<file path="src/rtl/seg_pkg.sv">
// Shared types and constants for the 3-digit 7-segment scan controller.
// Includes the double-dabble step helper used by the conversion engine.
package seg_pkg;

    localparam int          NUM_DIGITS     = 3;
    localparam int          BCD_W          = 4;
    localparam logic [3:0]  SEG_BLANK_CODE = 4'hF;

    typedef logic [1:0] digit_idx_t;

    typedef enum logic {
        IDLE    = 1'b0,
        CONVERT = 1'b1
    } scan_state_t;

    // One double-dabble iteration on the BCD scratch: add 3 to every nibble
    // that is 5 or more, then shift left by one taking bit_in as the new LSB.
    function automatic logic [11:0] dd_step(input logic [11:0] scratch,
                                            input logic        bit_in);
        logic [11:0] adj;
        adj = scratch;
        for (int n = 0; n < NUM_DIGITS; n++) begin
            if (scratch[n*BCD_W +: BCD_W] >= 4'd5) begin
                adj[n*BCD_W +: BCD_W] = scratch[n*BCD_W +: BCD_W] + 4'd3;
            end
        end
        return {adj[10:0], bit_in};
    endfunction

    // One-hot digit enable for a digit index (bit 0 = units).
    function automatic logic [NUM_DIGITS-1:0] idx_onehot(input digit_idx_t idx);
        logic [NUM_DIGITS-1:0] oh;
        oh = '0;
        case (idx)
            2'd0:    oh = 3'b001;
            2'd1:    oh = 3'b010;
            2'd2:    oh = 3'b100;
            default: oh = 3'b000;
        endcase
        return oh;
    endfunction

endpackage

</file>
<file path="src/rtl/seg_scan_ctrl_decoder.sv">
// SegDecoder: BCD digit to active-high segments a..g on bits 6..0.
// Any code above 9 (including the blank code 4'hF) turns all segments off.
module SegDecoder (
    input  logic [3:0] bcd_i,
    output logic [6:0] seg_o
);

    // Pure lookup; registered by the caller together with the digit enable.
    always_comb begin
        seg_o = 7'b0000000;
        case (bcd_i)
            4'd0:    seg_o = 7'b1111110;
            4'd1:    seg_o = 7'b0110000;
            4'd2:    seg_o = 7'b1101101;
            4'd3:    seg_o = 7'b1111001;
            4'd4:    seg_o = 7'b0110011;
            4'd5:    seg_o = 7'b1011011;
            4'd6:    seg_o = 7'b1011111;
            4'd7:    seg_o = 7'b1110000;
            4'd8:    seg_o = 7'b1111111;
            4'd9:    seg_o = 7'b1111011;
            default: seg_o = 7'b0000000;
        endcase
    end

endmodule

</file>
<file path="src/rtl/seg_scan_ctrl.sv">
// seg_scan_ctrl: accepts a byte over valid/ready, converts it to three BCD
// digits with a sequential double-dabble engine, and scans the digits on a
// common-bus 3-digit 7-segment display through one shared SegDecoder.
// Optional feature: define SEG_SCAN_LZ_BLANK_EN for leading-zero blanking.
module seg_scan_ctrl
    import seg_pkg::*;
#(
    parameter int REFRESH_DIV = 1000,
    parameter int DIV_W       = $clog2(REFRESH_DIV)
) (
    input  logic                  clk,
    input  logic                  rst_n,
    input  logic                  load_valid,
    output logic                  load_ready,
    input  logic [7:0]            load_data,
    output logic                  busy,
    output logic [6:0]            seg,
    output logic [NUM_DIGITS-1:0] dig_en
);

    localparam logic [DIV_W-1:0] CNT_LAST = DIV_W'(REFRESH_DIV - 1);

    // Conversion FSM and datapath
    scan_state_t state_q, state_d;
    logic [2:0]  iter_q, iter_d;
    logic [7:0]  shift_q, shift_d;
    logic [11:0] scratch_q, scratch_d;
    logic [11:0] disp_q, disp_d;

    // Scanner
    logic [DIV_W-1:0] cnt_q, cnt_d;
    digit_idx_t       idx_q, idx_d;
    logic [3:0]       nib_sel;
    logic [3:0]       dec_in;
    logic [6:0]       dec_seg;
    logic [6:0]       seg_q;
    logic [NUM_DIGITS-1:0] dig_en_q;

    assign load_ready = (state_q == IDLE);
    assign busy       = (state_q == CONVERT);
    assign seg        = seg_q;
    assign dig_en     = dig_en_q;

    // Next-state logic for the load/convert FSM and its datapath.
    always_comb begin
        state_d   = state_q;
        iter_d    = iter_q;
        shift_d   = shift_q;
        scratch_d = scratch_q;
        disp_d    = disp_q;
        case (state_q)
            IDLE: begin
                if (load_valid) begin
                    shift_d   = load_data;
                    scratch_d = '0;
                    iter_d    = '0;
                    state_d   = CONVERT;
                end
            end
            CONVERT: begin
                scratch_d = dd_step(scratch_q, shift_q[7]);
                shift_d   = {shift_q[6:0], 1'b0};
                iter_d    = iter_q + 3'd1;
                // Last iteration: publish the finished digits in one step so
                // the scanner never sees a half-converted value.
                if (iter_q == 3'd7) begin
                    disp_d  = scratch_d;
                    state_d = IDLE;
                end
            end
            default: state_d = IDLE;
        endcase
    end

    // Control and visible state: FSM, iteration count, display register.
    always_ff @(posedge clk or negedge rst_n) begin
        if (!rst_n) begin
            state_q <= IDLE;
            iter_q  <= '0;
            disp_q  <= '0;
        end else begin
            state_q <= state_d;
            iter_q  <= iter_d;
            disp_q  <= disp_d;
        end
    end

    // Conversion working registers; always reloaded before use, so no reset.
    always_ff @(posedge clk) begin
        shift_q   <= shift_d;
        scratch_q <= scratch_d;
    end

    // Dwell counter and digit index advance, free-running.
    always_comb begin
        cnt_d = cnt_q + DIV_W'(1);
        idx_d = idx_q;
        if (cnt_q == CNT_LAST) begin
            cnt_d = '0;
            idx_d = (idx_q == 2'd2) ? 2'd0 : idx_q + 2'd1;
        end
    end

    // Select the displayed nibble and apply optional leading-zero blanking.
    always_comb begin
        nib_sel = disp_q[3:0];
        case (idx_q)
            2'd0:    nib_sel = disp_q[3:0];
            2'd1:    nib_sel = disp_q[7:4];
            2'd2:    nib_sel = disp_q[11:8];
            default: nib_sel = disp_q[3:0];
        endcase
        dec_in = nib_sel;
`ifdef SEG_SCAN_LZ_BLANK_EN
        if (idx_q == 2'd2 && disp_q[11:8] == 4'd0) begin
            dec_in = SEG_BLANK_CODE;
        end
        if (idx_q == 2'd1 && disp_q[11:8] == 4'd0 && disp_q[7:4] == 4'd0) begin
            dec_in = SEG_BLANK_CODE;
        end
`endif
    end

    SegDecoder u_dec (
        .bcd_i (dec_in),
        .seg_o (dec_seg)
    );

    // Scanner state plus output register; seg and dig_en update on one edge.
    always_ff @(posedge clk or negedge rst_n) begin
        if (!rst_n) begin
            cnt_q    <= '0;
            idx_q    <= 2'd0;
            seg_q    <= 7'b0000000;
            dig_en_q <= '0;
        end else begin
            cnt_q    <= cnt_d;
            idx_q    <= idx_d;
            seg_q    <= dec_seg;
            dig_en_q <= idx_onehot(idx_q);
        end
    end

endmodule

</file>
<file path="config.mk">
export PLATFORM = sky130hd
export DESIGN_NAME = seg_scan_ctrl
export DESIGN_NICKNAME = d
export VERILOG_FILES = /design/src/rtl/seg_pkg.sv /design/src/rtl/seg_scan_ctrl_decoder.sv /design/src/rtl/seg_scan_ctrl.sv
export SDC_FILE = /design/constraint.sdc
export NUM_CORES = 1
export LEC_CHECK = 0
export ABC_CLOCK_PERIOD_IN_PS = 2500
export CAP_MARGIN = 20
export CORE_MARGIN = 4
export CORE_UTILIZATION = 40
export CTS_CLUSTER_SIZE = 24
export DETAILED_ROUTE_END_ITERATION = 8
export GPL_ROUTABILITY_DRIVEN = 1
export GPL_TIMING_DRIVEN = 0
export PLACE_DENSITY = 0.62
export SLEW_MARGIN = 20
export SYNTH_ARGS = -nofsm -noshare
export SYNTH_HDL_FRONTEND = slang
export SYNTH_SLANG_ARGS = --single-unit
</file>
<file path="constraint.sdc">
create_clock -name clk -period 2.5 [get_ports clk]
set_input_delay 0.625 -clock clk [delete_from_list [all_inputs] [get_ports clk]]
set_output_delay 0.625 -clock clk [all_outputs]
set_load 0.05 [all_outputs]
</file>
==> metrics, run 1 <==
vias per cell=4.81; met1 Use GR=0.153; DRC errors left=0; unrepaired setup endpoints after global routing=no; initial antenna violation count=0; antenna-violating nets left=0; CTS tree=done; Crit Path Category=reg -> out; CTS H-tree lvls=3; Top Ports=23; clk root buf=clkbuf_8; DIE AREA=0.00856 mm2; Hold Fails Final Rpt=0; class of the worst hold path=in -> async; Post-synth EDFFs=20; Post-Syn Instances=236; max incr delay on CP=0.52 ns; Die Height=92.5 um; Max Cap Viol=0; global placement routability congestion=0.778; Peak VDD IR=0.408 mV; # Post-CTS Setup Buffers=0; wire per inst=12.3 um; DR iter-0 viols=58; worst path cell trace=buf_2 > clkinv_1 > dlygate4sd2_1; FFs w/ async S/R, synth=0.655; fmax=425 MHz; core footprint=0.00687 mm2; n_diodes=0; vias in the first global route=1,789; WL final=4580 um; Total Nets Final=301; count of cell types in the netlist=43; status=complete, no violations; GR Util All Layers=0.122; final slew viol count=0; drt pass-1 iters=4; Crit. Startpoint=busy; Slew HR=0.473; clock sink count=58; first-pass GRT wire length=8100 um; fin crit period=2.35 ns; slack of the critical path=0.149 ns; pin count of the biggest net entering global routing=21; Placed Cells=355; CTS max path bufs=2; Mapped Avg Cell Area=12.1 um2; Post-Syn Area=0.00286 mm2; critical path startpoint category=flop; Leak=1.50 nW; most frequent cell after synthesis=dfrtp_1; total number of vias=1,785; fraction of the yosys area taken by sequential cells=0.543; Worst Tran Pin Value=0.790 ns; setup TNS=0 ns; grt ovf=0; syn_nets=267; ranking of synthesized cells by area=dfrtp_1, edfxtp_1, ha_1; clk_skew=0.0118 ns; Yosys top cell area share=0.333; # setup viols final=0; Top FF cell, synth=dfrtp_1; Core Util, Final=0.500; row cnt=30; Clock Latency Late Sink=0.33 ns; top cell type by total area after synthesis=dfrtp_1; GR peak layer=met2; fin cells=371; Worst EP arrival=1.73 ns; Initial Utilization=0.416; most frequent cells after synthesis=dfrtp_1, edfxtp_1, ha_1, inv_1, o21ai_0; die width=92.5 um; ratio of cells with drive above 1 in the final layout=0.175; RR Startpoint=idx_q[1]; crit end category=primary output; Ys Warns=0; Worst path slowest cell=dlygate4sd2_1; Fillers=624; Reg clk slew, reported paths=0.07 ns; maximum fanout along the worst path=10; met2 usage=0.188; synthesized flop and latch total=58; Place WS=0.156 ns; WP data required=1.88 ns; power per cell area=1170 mW/mm2; M3 GR Usage=0.0268; TritonCTS Buffers=9; area delta synth->final=20.2%; post-DP HPWL=3220 um; IO Port Bufs=22; Final Cycle Share=0.940
kinds of logic (layout without fill, tap and decap cells):
family | after synthesis | in the layout | synth area share
DFF | 58 | 58 | 0.543
and+or+nand+nor | 58 | 58 | 0.119
muxes | 23 | 23 | 0.0915
adders and majority gates | 20 | 20 | 0.0875
AOI/OAI and AO/OA | 44 | 44 | 0.0945
xor gates and xnor gates | 8 | 8 | 0.0245
buffers and inverters | 25 | 64 | 0.0403
registers in the layout, summed over array words and instances, names as in the netlist:
signal,cells
disp_q,12
scratch_q,12
cnt_q,10
shift_q,8
seg,7
dig_en,3
iter_q,3
idx_q,2
busy,1
cells in the final DEF, fill, tap and decap left out, types with 2 or more instances in the layout:
cell type        Yosys  routed
a21oi_1             13      13
a22o_1               4       4
and2_1               5       5
and3_1               2       2
buf_2                5       6
buf_6                2       2
bufinv_16            0       2
clkbuf_1             1       4
clkbuf_8             0      10
clkdlybuf4s50_1      0      20
clkinv_1             1       2
dfrtp_1             38      38
edfxtp_1            20      20
ha_1                20      20
inv_1               15      15
mux2_2              14      14
mux2_4               2       2
mux2i_1              6       5
mux2i_2              1       2
nand2_1             12      12
nand2b_1             3       3
nand3_1              6       6
nand4_1              2       2
nor2_1              13      13
nor2b_1              2       2
nor3b_1              5       5
o21ai_0             15      15
o21ai_1              2       2
o22ai_1              2       2
o31ai_1              2       2
or3_1                2       2
xnor2_1              6       6
xor2_1               2       2
worst paths after layout:
check,endpoint,slack [ns],cells past startpoint
worst max register to register,seg[6],0.31,8
min in group clk,cnt_q[0],0.48,1
worst min-delay path,disp_q[5],0.24,1
worst max-delay path,load_ready,0.15,3
max in group asynchronous,disp_q[0],1.80,2
worst min register to register,cnt_q[0],0.48,1
final cells by class:
class / instances / area [um2] / share of cell area
Sequential cell: 58 / 1550 / 0.451
Multi-Input combinational cell: 153 / 1200 / 0.348
Timing Repair Buffer: 23 / 241 / 0.0703
Clock buffer: 13 / 149 / 0.0433
Tap cell: 96 / 120 / 0.0349
Clock inverter: 3 / 63.8 / 0.0186
Inverter: 17 / 63.8 / 0.0186
Buffer: 8 / 51.3 / 0.0149
critical path: cells and delay by family (launching register included):
family,cells,cell delay [ns]
buffers and inverters,3,1.05
DFF,1,0.34
power by group:
group | switching [W] | internal (W)
combinational | 0.000845 | 0.000664
clock | 0.000360 | 0.000587
sequential | 0.000170 | 0.00140
metrics by stage:
| step | hold WS [ns] | total power (W) | area (um2) |
|---|---|---|---|
| 6_report | 0.241 | 0.00403 | 3440 |
| 5_1_grt | 0.253 | 0.00434 | 3440 |
| 4_1_cts | 0.238 | 0.00408 | 3430 |
| 3_5_place_dp | 0.478 | 0.00311 | 3220 |
| 3_3_place_gp | 0.469 | 0.00306 | 3200 |
| 2_1_floorplan | 0.329 | 0.00271 | 2860 |
layer usage:
metal / routed length [um] / part of all wire
met5: 0 / 0
met4: 129 / 0.028
met3: 147 / 0.032
met2: 2070 / 0.45
met1: 2230 / 0.49
timing repair:
action / in CTS / in global routing
gates resized for setup: 1 / 1
hold buffers: 0 / 0
setup endpoints to repair: 1 / 1
Note: power is estimated with default switching activity, not from simulation.
==> run 2: changes to the inputs <==
ABC_AREA = 1   (was unset)
ABC_CLOCK_PERIOD_IN_PS = 2440   (was 2500)
clock period = 2.44 ns   (was 2.5 ns; I/O delays follow)
==> run 2 against run 1 <==
Against the previous run:
- synthesized cell count up 41%
- power rose by 6.0%
- combinational power grew 17%
==> metrics, run 2 <==
status=complete, no violations; syn_nets=363; # setup viols final=0; Worst Tran Pin Value=0.795 ns; complex-gate fraction of the synthesized area=0.0513; Post-DP Area=0.00329 mm2; max incr delay on CP=0.45 ns; setup TNS=0 ns; Mapped Avg Cell Area=8.81 um2; IO Port Bufs=22; top cell type by total area after synthesis=dfrtp_1; TritonCTS Buffers=9; Top FF cell, synth=dfrtp_1; count of cell types in the netlist=25; area delta synth->final=18.8%; DRC errors left=0; GR Util All Layers=0.134; Hold Fails Final Rpt=0; vias in the first global route=2,092; ratio of cells with drive above 1 in the final layout=0.0728; ranking of synthesized cells by area=dfrtp_1, edfxtp_1, nand2_1; fmax=436 MHz; RR Startpoint=idx_q[0]; fin area=0.00348 mm2; Slew HR=0.469; Worst EP arrival=1.68 ns; fraction of the yosys area taken by sequential cells=0.530; R2R Setup Slk=0.35 ns; CTS H-tree lvls=3; wire per inst=11.1 um; antenna-violating nets left=0; die width=93.5 um; Post-Syn Area=0.00293 mm2; most frequent cell after synthesis=nand2_1; core footprint=0.00694 mm2; DR iter-0 viols=55; WP data required=1.83 ns; worst path cell trace=inv_1 > clkbuf_1 > clkdlybuf4s15_2; WL final=5170 um; Clock Latency Late Sink=0.33 ns; power per cell area=1230 mW/mm2; critical path startpoint category=flop; most frequent cells after synthesis=nand2_1, dfrtp_1, inv_1, nor2_1; Post-Synth XOR/XNOR Area=0.00898; # Post-CTS Setup Buffers=0; main combinational cell family by area after synthesis=simple AND/OR/NAND/NOR gates; Adder-Cell Fraction of Synth Area=0.0855; CTS max path bufs=2; Post-Syn Instances=332; CTS tree=done; clk root buf=clkbuf_8; clk_skew=0.00996 ns; most frequent cells in the layout=nand2_1, dfrtp_1, inv_1, nor2_1; Crit Path Category=reg -> out; Top Ports=23; Max Cap Viol=0; n_diodes=0; Worst R2R End=seg[3]; r2r worst-path depth=10; Total Nets Final=397; row cnt=30; drt pass-1 iters=4; post-synthesis mux area share=0; fin crit period=2.29 ns; Final Cycle Share=0.940; final slew viol count=0; class of the worst hold path=in -> async; Initial Utilization=0.421; Reg clk slew, reported paths=0.07 ns; Post-synth EDFFs=20; first-pass GRT wire length=9240 um; FFs w/ async S/R, synth=0.655; initial antenna violation count=0; Worst path slowest cell=clkdlybuf4s15_2; DIE AREA=0.00875 mm2; pin count of the biggest net entering global routing=22; Peak VDD IR=0.614 mV; grt ovf=0; total number of vias=2,167; biggest registers after layout=disp_q x12, scratch_q x12, cnt_q x10; most common cell after layout, fill and taps aside=nand2_1; vias per cell=4.64; post-DP HPWL=3770 um; Yosys top cell area share=0.325; maximum fanout along the worst path=10; clock sink count=58; Leak=1.71 nW; Die Height=93.5 um; synthesized flop and latch total=58; global placement routability congestion=0.740; Ys Warns=0; unrepaired setup endpoints after global routing=no; simple-gate share of the synthesized area=0.274; crit end category=primary output
-- run 2: cell types whose count changed after synthesis, sizes merged, moves of 7 or more --
cell	previous run	this run
a21oi	13	2
inv	16	35
mux2	16	0
mux2i	7	0
nand2	12	127
nand3	8	18
nor2	15	31
-- run 2: logic make-up (layout without fill, tap and decap cells) --
kind of cell,count (synthesis),in the layout
buf+inv,39,78
xor+xnor,3,3
flops,58,58
simple gates,186,186
compound gates,26,26
fa+ha+maj,20,20
-- run 2: what timing repair did --
item                                    4_1_cts  5_1_grt
endpoints found under the setup margin        1        0
resized for setup                             3        0
hold buffers                                  0        0
-- run 2: through the flow --
step                       util  total power (W)  std cells  setup slack (ns)  hold slack [ns]
after floorplan               -          0.00296        332             0.485            0.314
after global placement    0.470          0.00339        450            -0.113            0.463
after detailed placement  0.474          0.00346        451            0.0319            0.471
after CTS                 0.501          0.00432        467             0.100            0.208
after global routing      0.501          0.00466        467            0.0297            0.221
final                     0.501          0.00427        467             0.146            0.206
-- run 2: worst max-delay path by stage --
| stage | start | end | slack, ns |
|---|---|---|---|
| after CTS | busy | load_ready | 0.10 |
| after floorplan | busy | load_ready | 0.49 |
| final | busy | load_ready | 0.15 |
| after global routing | busy | load_ready | 0.03 |
| after global placement | rst_n | disp_q[6] | -0.11 |
| after detailed placement | busy | load_ready | 0.03 |
-- run 2: layout make-up --
class                      count  area [um2]
clock inverter                 5        55.1
sequential                    58        1550
multi-input combinational    235        1230
buffer                         4        16.3
tap                           96         120
timing repair buffer          23         244
inverter                      35         131
clock buffer                  11         131
fill                         675        3470
-- run 2: power breakdown --
group	switching, W	internal [W]	leakage [nW]
clock network	0.000369	0.000468	0.0909
registers	0.000193	0.00147	0.689
logic	0.00116	0.000607	0.926
-- run 2: critical path: cells and delay by family, from the launching register on --
kind	cells	cell delay [ns]
buffers and inverters	3	0.92
flip-flops	1	0.43
-- run 2: per-layer routing --
layer  wire [um]  part of all wire  global-route usage  vias up
li1            -                 -                   -     1133
met1        2410              0.47               0.161      992
met2        2430              0.47               0.220       37
met3         280             0.054              0.0523        5
met4          47            0.0091              0.0409        0
met5           0                 0                   0        -
==> run 3: changes to the inputs <==
HOLD_SLACK_MARGIN = 0.08   (was unset)
==> results of run 3 <==
Same layout as run 2: the final DEF is identical, and so are final timing and power.
